File: src/rtl/banked_ram_controller.sv
// banked_ram_controller
//   Pipelined controller for a bank-interleaved array of single-port
//   synchronous SRAM macros. A request is accepted on the valid/ready port.
//   It drives the shared macro pins for one cycle. Its response is
//   registered two edges later. A hardware sweep fills every word with
//   INIT_VALUE after reset, or when init_start is raised.
//
// Ports
//   wb_clk_i, rst_n            clock (rising edge), async active-low reset
//   ram_enabled                RAM window enable, sampled at acceptance
//   req_valid/ready/we/addr/wdata   request port
//   rsp_valid/we/err/rdata     one-cycle response pulse, no backpressure
//   init_start/busy/done       init sweep control and status
//   CEN_all, A_all, D_all      shared macro chip enable (low), row, data
//   WEN_all                    macro bit write enables (low), tied active
//   GWEN                       per-bank global write enable (low)
//   Q_flat                     macro read data, bank k at [k*DW +: DW]
module banked_ram_controller #(
  parameter int unsigned     AW            = 16,
  parameter int unsigned     DW            = 8,
  parameter int unsigned     BANKS         = 8,
  parameter int unsigned     BANK_AW       = 9,
  parameter bit              INIT_ON_RESET = 1'b1,
  parameter logic [DW-1:0]   INIT_VALUE    = '0
) (
  input  logic                  wb_clk_i,
  input  logic                  rst_n,
  input  logic                  ram_enabled,
  input  logic                  req_valid,
  output logic                  req_ready,
  input  logic                  req_we,
  input  logic [AW-1:0]         req_addr,
  input  logic [DW-1:0]         req_wdata,
  output logic                  rsp_valid,
  output logic                  rsp_we,
  output logic                  rsp_err,
  output logic [DW-1:0]         rsp_rdata,
  input  logic                  init_start,
  output logic                  init_busy,
  output logic                  init_done,
  output logic                  CEN_all,
  output logic [BANK_AW-1:0]    A_all,
  output logic [DW-1:0]         D_all,
  output logic [DW-1:0]         WEN_all,
  output logic [BANKS-1:0]      GWEN,
  input  logic [BANKS*DW-1:0]   Q_flat
);

  localparam int unsigned BW = $clog2(BANKS);
  localparam int unsigned CW = AW + 1;
  // Capacity at AW+1 bits so a fully populated window still compares cleanly.
  localparam logic [CW-1:0]      CAPACITY = CW'(BANKS) << BANK_AW;
  localparam logic [BANK_AW-1:0] LAST_ROW = '1;

  typedef enum logic {RUN, SWEEP} state_t;

  state_t             state;
  logic               live_q;
  logic [BANK_AW-1:0] row_cnt;

  // Stage 1: the macro cycle (pin registers double as stage-1 payload)
  logic               s1_valid, s1_we, s1_err;
  logic [BW-1:0]      s1_bank;
  // Stage 2: macro output valid, selects the bank for the response
  logic               s2_valid, s2_we, s2_err, s2_rd;
  logic [BW-1:0]      s2_bank;

  logic [BW-1:0]      req_bank;
  logic [BANK_AW-1:0] req_row;
  logic               req_err;
  logic               accept;
  logic               sweep_go;
  logic [DW-1:0]      q_sel;

  assign req_bank = req_addr[BW-1:0];
  assign req_row  = req_addr[BW+BANK_AW-1:BW];
  assign req_err  = ({1'b0, req_addr} >= CAPACITY) || !ram_enabled;

  // live_q holds the port closed for the first cycle after reset, so the
  // boot sweep can start without racing an incoming request.
  assign req_ready = (state == RUN) && live_q && !init_start;
  assign accept    = req_valid && req_ready;
  assign sweep_go  = (state == RUN) && (init_start || (!live_q && INIT_ON_RESET));
  assign init_busy = (state == SWEEP);
  assign WEN_all   = '0;

  always_comb begin
    q_sel = '0;
    for (int unsigned k = 0; k < BANKS; k++) begin
      if (s2_bank == BW'(k)) q_sel = Q_flat[k*DW +: DW];
    end
  end

  always_ff @(posedge wb_clk_i or negedge rst_n) begin
    if (!rst_n) begin
      state     <= RUN;
      live_q    <= 1'b0;
      row_cnt   <= '0;
      s1_valid  <= 1'b0;
      s1_we     <= 1'b0;
      s1_err    <= 1'b0;
      s1_bank   <= '0;
      s2_valid  <= 1'b0;
      s2_we     <= 1'b0;
      s2_err    <= 1'b0;
      s2_rd     <= 1'b0;
      s2_bank   <= '0;
      rsp_valid <= 1'b0;
      rsp_we    <= 1'b0;
      rsp_err   <= 1'b0;
      rsp_rdata <= '0;
      init_done <= 1'b0;
      CEN_all   <= 1'b1;
      GWEN      <= '1;
      A_all     <= '0;
      D_all     <= '0;
    end else begin
      live_q    <= 1'b1;
      init_done <= 1'b0;

      s1_valid  <= accept;
      s1_we     <= accept && req_we;
      s1_err    <= accept && req_err;
      s1_bank   <= req_bank;

      s2_valid  <= s1_valid;
      s2_we     <= s1_we;
      s2_err    <= s1_err;
      s2_rd     <= s1_valid && !s1_we && !s1_err;
      s2_bank   <= s1_bank;

      rsp_valid <= s2_valid;
      rsp_we    <= s2_we;
      rsp_err   <= s2_err;
      rsp_rdata <= s2_rd ? q_sel : '0;

      case (state)
        RUN: begin
          if (sweep_go) begin
            // Port is closed while init_start is high, so stage 1 holds at
            // most the previous request; its macro cycle is this one.
            state   <= SWEEP;
            row_cnt <= '0;
            CEN_all <= 1'b0;
            GWEN    <= '0;
            A_all   <= '0;
            D_all   <= INIT_VALUE;
          end else if (accept && !req_err) begin
            CEN_all <= 1'b0;
            GWEN    <= req_we ? ~(BANKS'(1) << req_bank) : '1;
            A_all   <= req_row;
            D_all   <= req_wdata;
          end else begin
            CEN_all <= 1'b1;
            GWEN    <= '1;
          end
        end
        SWEEP: begin
          if (row_cnt == LAST_ROW) begin
            state     <= RUN;
            row_cnt   <= '0;
            CEN_all   <= 1'b1;
            GWEN      <= '1;
            init_done <= 1'b1;
          end else begin
            row_cnt <= row_cnt + BANK_AW'(1);
            A_all   <= row_cnt + BANK_AW'(1);
          end
        end
        default: state <= RUN;
      endcase
    end
  end

endmodule

File: config.mk
export PLATFORM = sky130hd
export DESIGN_NAME = banked_ram_controller
export DESIGN_NICKNAME = d
export VERILOG_FILES = /design/src/rtl/banked_ram_controller.sv
export SDC_FILE = /design/constraint.sdc
export NUM_CORES = 1
export LEC_CHECK = 0
export BUFFER_PORTS_ARGS = -buffer_cell sky130_fd_sc_hd__buf_2
export CORE_AREA = 2 2 82 84
export DETAILED_ROUTE_END_ITERATION = 8
export DIE_AREA = 0 0 84 86
export PLACE_DENSITY = 0.84
export SYNTH_ARGS = -nofsm -noshare
export SYNTH_HDL_FRONTEND = slang
export SYNTH_SLANG_ARGS = --single-unit
File: constraint.sdc
create_clock -name wb_clk_i -period 4.36 [get_ports wb_clk_i]
set_clock_uncertainty 0.2 [all_clocks]
set_input_delay 0.654 -clock wb_clk_i [delete_from_list [all_inputs] [get_ports wb_clk_i]]
set_output_delay 0.654 -clock wb_clk_i [all_outputs]
set_load 0.05 [all_outputs]
==> results of run 1 <==
area by class of cell:
cell class              instances  area (sq um)
clock buffers                  15         166.4
clock inverters                 1         5.005
fillers                       511          2399
inverters                       8         30.03
multi-input cells             186          1345
flip-flops and latches         62          1563
well taps                      77         96.34
repair buffers                134         673.1
logic make-up after synthesis:
| group | after synthesis |
|---|---|
| and+or+nand+nor | 63 |
| xor gates and xnor gates | 3 |
| buffers and inverters | 32 |
| muxes | 21 |
| DFF | 62 |
| other | 2 |
| AOI/OAI and AO/OA | 88 |
| adders and majority gates | 2 |
final timing paths:
kind | endpoint | slack, ns | cells after the start
setup / recovery | req_ready | 1.0 | 3
max in group asynchronous | D_all[6] | 2.90 | 2
min in group asynchronous | A_all[3] | 0.24 | 1
hold reg to reg | rsp_we | 0.15 | 0
hold / removal | rsp_we | 0.15 | 0
setup reg to reg | A_all[4] | 1.38 | 4
layer usage:
layer	routed length, microns	GRT usage [%]	up-vias
met5	0	0	-
met2	3618	33.82	125
met3	519	5.101	23
li1	-	-	1243
met1	3368	30.92	1284
met4	215	12.02	0
critical path, stage by stage, from the launching register on:
cell     delay (ns)
dfrtp_1        0.60
or3b_1         0.64
inv_1          0.55
buf_2          0.38
stage by stage:
stage               instances  power (mW)
global route              483       1.197
detailed placement        467      0.7101
global placement          467      0.7076
finish                    483       1.141
floorplan                 280      0.6527
CTS                       483       1.155
sequential cells by signal (all words and copies together), names as in the netlist, 3 cells and up:
| signal | count |
|---|---|
| A_all | 9 |
| D_all | 8 |
| rsp_rdata | 8 |
| GWEN | 8 |
| s1_bank | 3 |
| s2_bank | 3 |
| row_cnt | 9 |
power by group through the flow:
stage | registers [mW] | clock network (mW) | logic (mW)
2_1_floorplan | 0.591 | 0 | 0.0614
3_3_place_gp | 0.599 | 0 | 0.109
3_5_place_dp | 0.600 | 0 | 0.111
4_1_cts | 0.589 | 0.454 | 0.111
5_1_grt | 0.590 | 0.485 | 0.122
6_report | 0.589 | 0.441 | 0.111
cell usage in the layout (no fill, tap or decap), types with 3 or more instances in the layout:
cell type	synthesis	routed
buf_2	6	133
dfrtp_1	53	53
o21ai_0	37	37
a22o_1	16	16
nand2_1	12	12
nor2_1	12	12
clkbuf_8	0	11
dfstp_2	9	9
conb_1	2	9
inv_1	8	8
nand2b_1	8	8
a211oi_1	8	8
mux2_4	7	7
mux2_2	6	6
o22ai_1	6	6
mux4_2	6	6
nor3_1	6	6
nand3_1	5	5
a21oi_1	5	5
nor4_1	4	4
clkbuf_1	8	4
nor2b_1	3	3
o31ai_1	3	3
==> metrics, run 1 <==
status finished, final reports clean; Pint 870.6 uW; setup TNS 0 ns; Antenna Violating Nets Remaining 0; Crit. Startpoint init_busy; CP Capture Type output port; Initial Util 48.53%; Post-CTS Hold Buffers 0; Clock Path Buffers 2; Final Hold Vio Count 0; Arr. time, crit path 2.51 ns; vias 2675; DR pass1 iterations 4; Core Rows 29; EDFF count, synth 0; Area contributors post-synth dfrtp_1, dfstp_2, o21ai_0, a22o_1, mux4_2; GRT Resource Usage Total 22.60%; DRT Wirelength 7721 microns; Ports 142; Hold Path Class reg2reg; Synth area leader dfrtp_1; # DRC 0; Post-Syn Area 3047 sq um; fraction of synthesized cell area in xor and xnor cells 0.8624%; pwr dens 294.1 nW/um^2; sw frac 23.67%; cts repair resizes 0; post-synth top area share 43.53%; global-route wire length before repair 12810 microns; pre-CTS setup slack 1.312 ns; Finished Core Util 61.79%; Critical Path Source Type register; Seq pwr share 51.7%; DIE HEIGHT 86 microns; Setup WS post-layout 0.9956 ns; clock-pin slew on the worst setup and hold paths 0.07 ns; grt ovf 0; Worst R2R Start init_busy; Post-synth top cells dfrtp_1, o21ai_0, a22o_1; RSZ-0062 raised after global routing no; insertion delay to the later sink of the worst-skew pair 0.32 ns; minimum clock period 3.364 ns; max-slew violation count 0; Ant. Diodes 0; Post-CTS Setup Inserts 0; combinational group share of total power 9.7%; sequential area share after synthesis 51.29%; CTS tree done; RD Place Congestion 0.8991; clock power share 38.6%; post-DR vias/cell 5.538; vias in the first global route 2704; Max rail drop VDD 180.4 uV; combinational family with the most area after synthesis compound AO/OA/AOI/OAI gates; Die W 84 microns; nets 497; layout cells sized above 1 43.60%; routed len/inst 15.99 microns; post-synthesis cell count 273; most frequent cell after synthesis dfrtp_1; clock root buffer clkbuf_8; min-delay src s2_we; fraction of registers with async set/reset 100.0%; Worst Tran Pin Value 0.8619 ns; largest net degree at the start of global routing 41; Avg Cell Area, Syn 11.16 sq um; post-synth cell types 48; final hold slack 0.1499 ns; Peak Freq 297.2 MHz; P&R area growth vs syn 27.31%; post-synthesis adder-cell area fraction 0.8214%; Top FF cell, synth dfrtp_1; Final setup viols 0; synth warn 0; core area 6277 sq um; CTS Buf Count 9; post-DP HPWL 5804 microns; Tcrit/Tclk final 77.16%; CTS sink cnt 62; complex-gate fraction of the synthesized area 19.01%; switching pwr 270.0 uW; DRT iter0 DRCs 138; multiplexer share of the synthesized area 10.76%; Die ar. 7224 sq um; Synth Area in Simple Gates 11.58%; kind of critical path reg2out; WP data required 3.51 ns; H-Tree Depth 3; Pleak 1.914 nW; Finished Cell Area 3879 sq um; CP max FO 22; initial antenna violation count 0; area of placed instances 3707 sq um; IO Port Bufs 133; flops & latches, synth 62; max-cap viol count 0; slew margin rel. 42.54%
No activity file was read; power rests on OpenSTA's default activity.
==> inputs of run 2 (changes only) <==
--- a/config.mk
+++ b/config.mk
@@ -5,11 +5,12 @@
 export SDC_FILE = /design/constraint.sdc
 export NUM_CORES = 1
 export LEC_CHECK = 0
+export ABC_AREA = 1
 export BUFFER_PORTS_ARGS = -buffer_cell sky130_fd_sc_hd__buf_2
-export CORE_AREA = 2 2 82 84
+export CORE_AREA = 2 2 89 91
 export DETAILED_ROUTE_END_ITERATION = 8
-export DIE_AREA = 0 0 84 86
-export PLACE_DENSITY = 0.84
+export DIE_AREA = 0 0 91 93
+export PLACE_DENSITY = 0.78
 export SYNTH_ARGS = -nofsm -noshare
 export SYNTH_HDL_FRONTEND = slang
 export SYNTH_SLANG_ARGS = --single-unit
==> constraint.sdc (replaced) <==
create_clock -name wb_clk_i -period 2.85 [get_ports wb_clk_i]
set_clock_uncertainty 0.2 [all_clocks]
set_input_delay 0.4275 -clock wb_clk_i [delete_from_list [all_inputs] [get_ports wb_clk_i]]
set_output_delay 0.4275 -clock wb_clk_i [all_outputs]
set_load 0.05 [all_outputs]
==> run 2 against run 1 <==
First-iteration DRC count rose by 6.5%; count of clock-buffer cells in the layout is 5 lower; via count grew 19%; die area increased by 17%; flip-flop and latch count is the same; critical path depth increased by 10; sequential power up 52%; worst setup slack worse by 0.58 ns; largest cell class unchanged; largest power group unchanged; highest routed layer unchanged.
==> metrics, run 2 <==
post-DP HPWL 6567 microns (+13%); flops & latches, synth 62 (unchanged); FF-to-FF path depth 13 (+9); Post-Syn Area 3168 sq um (+4.0%); CP cell instances ha_1 -> nand3_1 -> nor2_1 -> nand3_1 -> nor2_1 -> ha_1 -> nand2_1 -> inv_1 -> nor2_2 -> inv_2 -> nand2_2 -> nor2_1 -> a21oi_1; reg-to-reg setup timing slack 0.41 ns (-0.97 ns); post-DR vias/cell 5.030 (-9.2%); Post-CTS Hold Buffers 1 (+1); Crit. Startpoint row_cnt[1]; kind of critical path reg2reg; grt ovf 0 (unchanged); global-route wire length before repair 13880 microns (+8.3%); most frequent cells in the layout buf_2, nand2_1, dfrtp_1; H-Tree Depth 3 (unchanged); routed len/inst 13.96 microns (-13%); post-synthesis adder-cell area fraction 0.7899% (-0.031 points); fraction of registers with async set/reset 100.0% (unchanged); Core Rows 32 (+10%); CP dominant cell by count nor2_1; IO Port Bufs 133 (unchanged); post-synth cell types 31 (-35%); CTS tree done; sequential area share after synthesis 49.33% (-2.0 points); slew margin rel. 62.07% (+20 points); Initial Util 42.09% (-6.4 points); vias in the first global route 2947 (+9.0%); initial antenna violation count 0 (unchanged); pwr dens 474.8 nW/um^2 (+61%); Die ar. 8463 sq um (+17%); DRT iter0 DRCs 147 (+6.5%); clock root buffer clkbuf_8; cts repair resizes 0 (unchanged); Arr. time, crit path 2.45 ns (-0.06 ns); switching pwr 480.5 uW (+78%); Critical Path Source Type register; CP max FO 13 (-41%); status finished, final reports clean; DRT Wirelength 8836 microns (+14%); biggest regs A_all (9), row_cnt (9); WP data required 2.87 ns (-0.64 ns); CTS Buf Count 9 (unchanged); Top FF cell, synth dfrtp_1; Hold Path Class in2reg; RD Place Congestion 0.8797 (-2.2%); Top Family by Delay on Critical Path simple AND/OR/NAND/NOR gates; max-slew violation count 0 (unchanged); clock-pin slew on the worst setup and hold paths 0.07 ns (about the same); Tcrit/Tclk final 85.52%; Post-synth top cells nand2_1, dfrtp_1, nand3_1; Peak Freq 410.3 MHz; Antenna Violating Nets Remaining 0 (unchanged); CTS sink cnt 62 (unchanged); CP Capture Type register; max-cap viol count 0 (unchanged); Ports 142 (unchanged); largest net degree at the start of global routing 26 (-37%); Final Hold Vio Count 0 (unchanged); min-delay src req_addr[2]; Synth area leader dfrtp_1; DIE HEIGHT 93 microns (+8.1%); insertion delay to the later sink of the worst-skew pair 0.34 ns (+0.02 ns); complex-gate fraction of the synthesized area 7.346% (-12 points); Pint 1.477 mW (+70%); fill count 714 (+40%); setup TNS 0 ns (unchanged); Avg Cell Area, Syn 8.102 sq um (-27%); Post-CTS Setup Inserts 0 (unchanged); Die W 91 microns (+8.3%); Seq pwr share 45.6% (-6.1 points); reg2reg end A_all[1]; Final setup viols 0 (unchanged); core area 7527 sq um (+20%); clock power share 45.0% (+6.4 points); Max rail drop VDD 287.9 uV (+60%); # DRC 0 (unchanged); fraction of synthesized cell area in xor and xnor cells 0.8294% (-0.033 points); nets 622 (+25%); max incr delay on CP 0.38 ns (-0.26 ns); Pleak 2.239 nW (+17%); DR pass1 iterations 5 (+1); EDFF count, synth 0 (unchanged); combinational family with the most area after synthesis simple AND/OR/NAND/NOR gates; vias 3184 (+19%); Hold Path Stages 1 (+1); multiplexer share of the synthesized area 0% (-11 points); post-synthesis cell count 391 (+43%); combinational group share of total power 9.3% (-0.4 points); sw frac 24.55% (+0.87 points); Area contributors post-synth dfrtp_1, nand2_1, nand3_1, dfstp_2, nor2_1; Ant. Diodes 0 (unchanged); most frequent cell after synthesis nand2_1; Worst path slowest cell dfrtp_1; synth warn 0 (unchanged); Worst R2R Start row_cnt[1]; P&R area growth vs syn 30.13%; commonest non-fill, non-tap cell in the layout buf_2; RSZ-0062 raised after global routing no; overall power 1.958 mW (+72%); final hold slack 0.03010 ns (-0.1198 ns); post-synth top area share 41.86% (-1.7 points); GRT Resource Usage Total 20.69% (-1.9 points); Worst Tran Pin Value 0.5659 ns (-0.2959 ns); hold path endpoint s1_bank[2]; Clock Path Buffers 2 (unchanged); Synth Area in Simple Gates 31.99% (+20 points); WP buf/inv 2 (unchanged); layout cells sized above 1 33.71% (-9.9 points); minimum clock period 2.437 ns
run 2: cell types whose count changed after synthesis, sizes merged, moves of 6 or more:
cell,previous run,this run
clkbuf,8,1
nand2b,8,0
a22o,16,2
inv,8,41
mux4,6,0
a21oi,5,12
a211oi,8,0
nor2,13,49
nand4,1,24
mux2,13,0
o21ai,37,24
nand2,12,83
nand3,6,53
run 2: power by group through the flow:
stage | combinational, mW | sequential [mW] | clock, mW
floorplan | 0.0925 | 0.904 | 0
global placement | 0.179 | 0.909 | 0
detailed placement | 0.180 | 0.909 | 0
CTS | 0.182 | 0.892 | 0.898
global route | 0.201 | 0.893 | 0.929
finish | 0.183 | 0.893 | 0.882
run 2: kinds of logic (layout without fill, tap and decap cells):
family,after synthesis,count (layout)
adder cells (fa/ha/maj),2,2
AND/OR/NAND/NOR,216,216
flip-flops,62,62
AO/OA/AOI/OAI,43,43
buffers and inverters,63,196
other,2,9
XOR/XNOR,3,3
run 2: how the worst max path moves through the flow:
stage,end,slack (ns),depth (start not counted)
after detailed placement,A_all[1],0.38,13
after floorplan,A_all[3],0.74,15
final,A_all[1],0.41,13
after CTS,A_all[1],0.38,13
after global routing,A_all[1],0.18,13
after global placement,A_all[0],0.50,13
run 2: stage by stage:
step | setup WS, ns | area [sq um] | cells | utilization, %
3_3_place_gp | 0.5002 | 3881 | 616 | 51.56
6_report | 0.4126 | 4123 | 633 | 54.77
4_1_cts | 0.3816 | 4123 | 633 | 54.77
3_5_place_dp | 0.3839 | 3881 | 616 | 51.56
5_1_grt | 0.1799 | 4123 | 633 | 54.77
2_1_floorplan | 0.7367 | 3194 | 398 | -
run 2: routing by layer:
metal	global-route usage [%]	vias to the layer above	wire length [microns]	part of all wire, %
li1	-	1545	-	-
met1	25.14	1444	3530	40
met2	35.43	181	4275	48
met3	4.996	14	888	10
met4	8.460	0	143	1.6
met5	0	-	0	0
run 2: area by class of cell:
type | count | area (sq um) | area share [%]
multi-input combinational | 273 | 1331 | 32.29
timing repair buffer | 139 | 713.2 | 17.30
tap | 102 | 127.6 | 3.096
inverter | 41 | 156.4 | 3.794
clock inverter | 6 | 93.84 | 2.276
clock buffer | 10 | 137.6 | 3.338
sequential | 62 | 1563 | 37.91
==> inputs of run 3 (changes only) <==
--- a/config.mk
+++ b/config.mk
@@ -5,12 +5,11 @@
 export SDC_FILE = /design/constraint.sdc
 export NUM_CORES = 1
 export LEC_CHECK = 0
-export ABC_AREA = 1
 export BUFFER_PORTS_ARGS = -buffer_cell sky130_fd_sc_hd__buf_2
 export CORE_AREA = 2 2 89 91
 export DETAILED_ROUTE_END_ITERATION = 8
 export DIE_AREA = 0 0 91 93
-export PLACE_DENSITY = 0.78
+export PLACE_DENSITY = 0.76
 export SYNTH_ARGS = -nofsm -noshare
 export SYNTH_HDL_FRONTEND = slang
 export SYNTH_SLANG_ARGS = --single-unit
==> run 3 against run 2 <==
First-iteration DRC count is 7.5% lower; wire length is 11% lower; sequential power is 1% higher; global-route usage is 1.1 points lower; power is 7.2% lower; flip-flop and latch count stayed put; critical path type unchanged; hold slack better by 0.029 ns; final cell count is 19% lower; largest cell class unchanged; critical path depth is 5 lower; via count is 17% lower; sequential share of layout area is 1.2 points higher.
==> metrics, run 3 (synthesis gave the netlist of run 1 again) <==
global-route wire length before repair 13060 microns (-5.9%); Clock Path Buffers 2 (unchanged); pwr dens 455.1 nW/um^2 (-4.2%); Die ar. 8463 sq um (unchanged); CP Capture Type register; Initial Util 40.48% (-1.6 points); dpl cells 497 (-19%); Hold Path Class in2reg; Peak Freq 398.9 MHz (-2.8%); area of placed instances 3789 sq um (-2.4%); post-DP HPWL 6009 microns (-8.5%); max-slew violation count 0 (unchanged); biggest regs A_all (9), row_cnt (9); CP cell instances ha_1 -> nand3_1 -> nor4_1 -> ha_1 -> nand2_1 -> inv_1 -> a21o_1 -> mux2_4; Final Hold Vio Count 0 (unchanged); pre-CTS setup slack 0.3680 ns (-0.01591 ns); cts repair resizes 0 (unchanged); GRT Resource Usage Total 19.56% (-1.1 points); Ant. Diodes 0 (unchanged); Die W 91 microns (unchanged); Ports 142 (unchanged); P&R area growth vs syn 31.01%; post-DR vias/cell 5.111 (+1.6%); Arr. time, crit path 2.52 ns (+0.07 ns); Tcrit/Tclk final 87.95% (+2.4 points); Pleak 1.955 nW (-13%); vias 2627 (-17%); status finished, final reports clean; slew margin rel. 43.38% (-19 points); insertion delay to the later sink of the worst-skew pair 0.33 ns (about the same); CTS Buf Count 9 (unchanged); max-cap viol count 0 (unchanged); layout cells sized above 1 44.66% (+11 points); WP data required 2.86 ns (about the same); clock root buffer clkbuf_8; nets 503 (-19%); DR pass1 iterations 4 (-1); CP dominant cell by count ha_1; fin cells 514 (-19%); vias in the first global route 2723 (-7.6%); commonest non-fill, non-tap cell in the layout buf_2; # DRC 0 (unchanged); core area 7527 sq um (unchanged); RD Place Congestion 0.8597 (-2.3%); Worst path slowest cell dfrtp_1; IO Port Bufs 133 (unchanged); RSZ-0062 raised after global routing no; kind of critical path reg2reg; initial antenna violation count 0 (unchanged); Max rail drop VDD 254.3 uV (-12%); Critical Path Source Type register; DRT iter0 DRCs 136 (-7.5%); CTS sink cnt 62 (unchanged); Setup WS post-layout 0.3433 ns (-0.06923 ns); H-Tree Depth 3 (unchanged); setup TNS 0 ns (unchanged); clock-pin slew on the worst setup and hold paths 0.07 ns (about the same); CTS tree done; WP buf/inv 1 (-1); max incr delay on CP 0.43 ns (+0.05 ns); CP max FO 9 (-4); final hold slack 0.05906 ns (+0.02896 ns); Worst Tran Pin Value 0.8492 ns (+0.2833 ns); DIE HEIGHT 93 microns (unchanged); routed len/inst 15.23 microns (+9.1%); Top Family by Delay on Critical Path adder cells; Antenna Violating Nets Remaining 0 (unchanged); grt ovf 0 (unchanged); largest net degree at the start of global routing 35 (+35%); minimum clock period 2.507 ns (+0.06923 ns); DRT Wirelength 7827 microns (-11%); Final setup viols 0 (unchanged); Finished Cell Area 3991 sq um (-3.2%); most frequent cells in the layout buf_2, dfrtp_1, o21ai_0; Core Rows 32 (unchanged)
## run 3: final timing paths
check                                 start          to  slack [ns]  depth (start not counted)
worst max-delay path             row_cnt[0]    A_all[3]        0.34                          8
worst min-delay path            req_addr[1]  s1_bank[1]        0.06                          1
worst max register to register   row_cnt[0]    A_all[3]        0.34                          8
worst min register to register   s1_bank[2]  s2_bank[2]        0.15                          0
max in group asynchronous             rst_n     GWEN[1]        1.30                          3
min in group asynchronous             rst_n    A_all[2]        0.48                          2
## run 3: timing repair
| action | 4_1_cts | 5_1_grt |
|---|---|---|
| setup endpoints to repair | 0 | 0 |
| hold buffers | 1 | 0 |
| buffers inserted | 0 | 0 |
| hold endpoints to repair | 21 | 0 |
## run 3: per-stage QoR
| stage | util (%) | total power [mW] |
|---|---|---|
| 2_1_floorplan | - | 0.9986 |
| 3_3_place_gp | 50.33 | 1.085 |
| 3_5_place_dp | 50.33 | 1.090 |
| 4_1_cts | 53.03 | 1.839 |
| 5_1_grt | 53.03 | 1.895 |
| 6_report | 53.03 | 1.816 |
## run 3: layout make-up
class	instances	area, sq um
fillers	704	3536
flip-flops and latches	62	1563
multi-input cells	186	1345
repair buffers	140	733.2
clock buffers	12	145.1
well taps	102	127.6
clock inverters	4	47.55
inverters	8	30.03
## run 3: metal layers
| metal | global-route usage, % | vias up | wire (microns) |
|---|---|---|---|
| met1 | 24.64 | 1242 | 3307 |
| met2 | 32.10 | 109 | 3833 |
| met3 | 3.868 | 18 | 473 |
| li1 | - | 1258 | - |
| met5 | 0 | - | 0 |
| met4 | 10.23 | 0 | 213 |
## run 3: power breakdown
group          switching (mW)  total, mW  internal (mW)
sequential             0.0165      0.902          0.885
combinational          0.0882      0.174         0.0854
clock                   0.316      0.741          0.425
total                   0.420       1.82           1.40
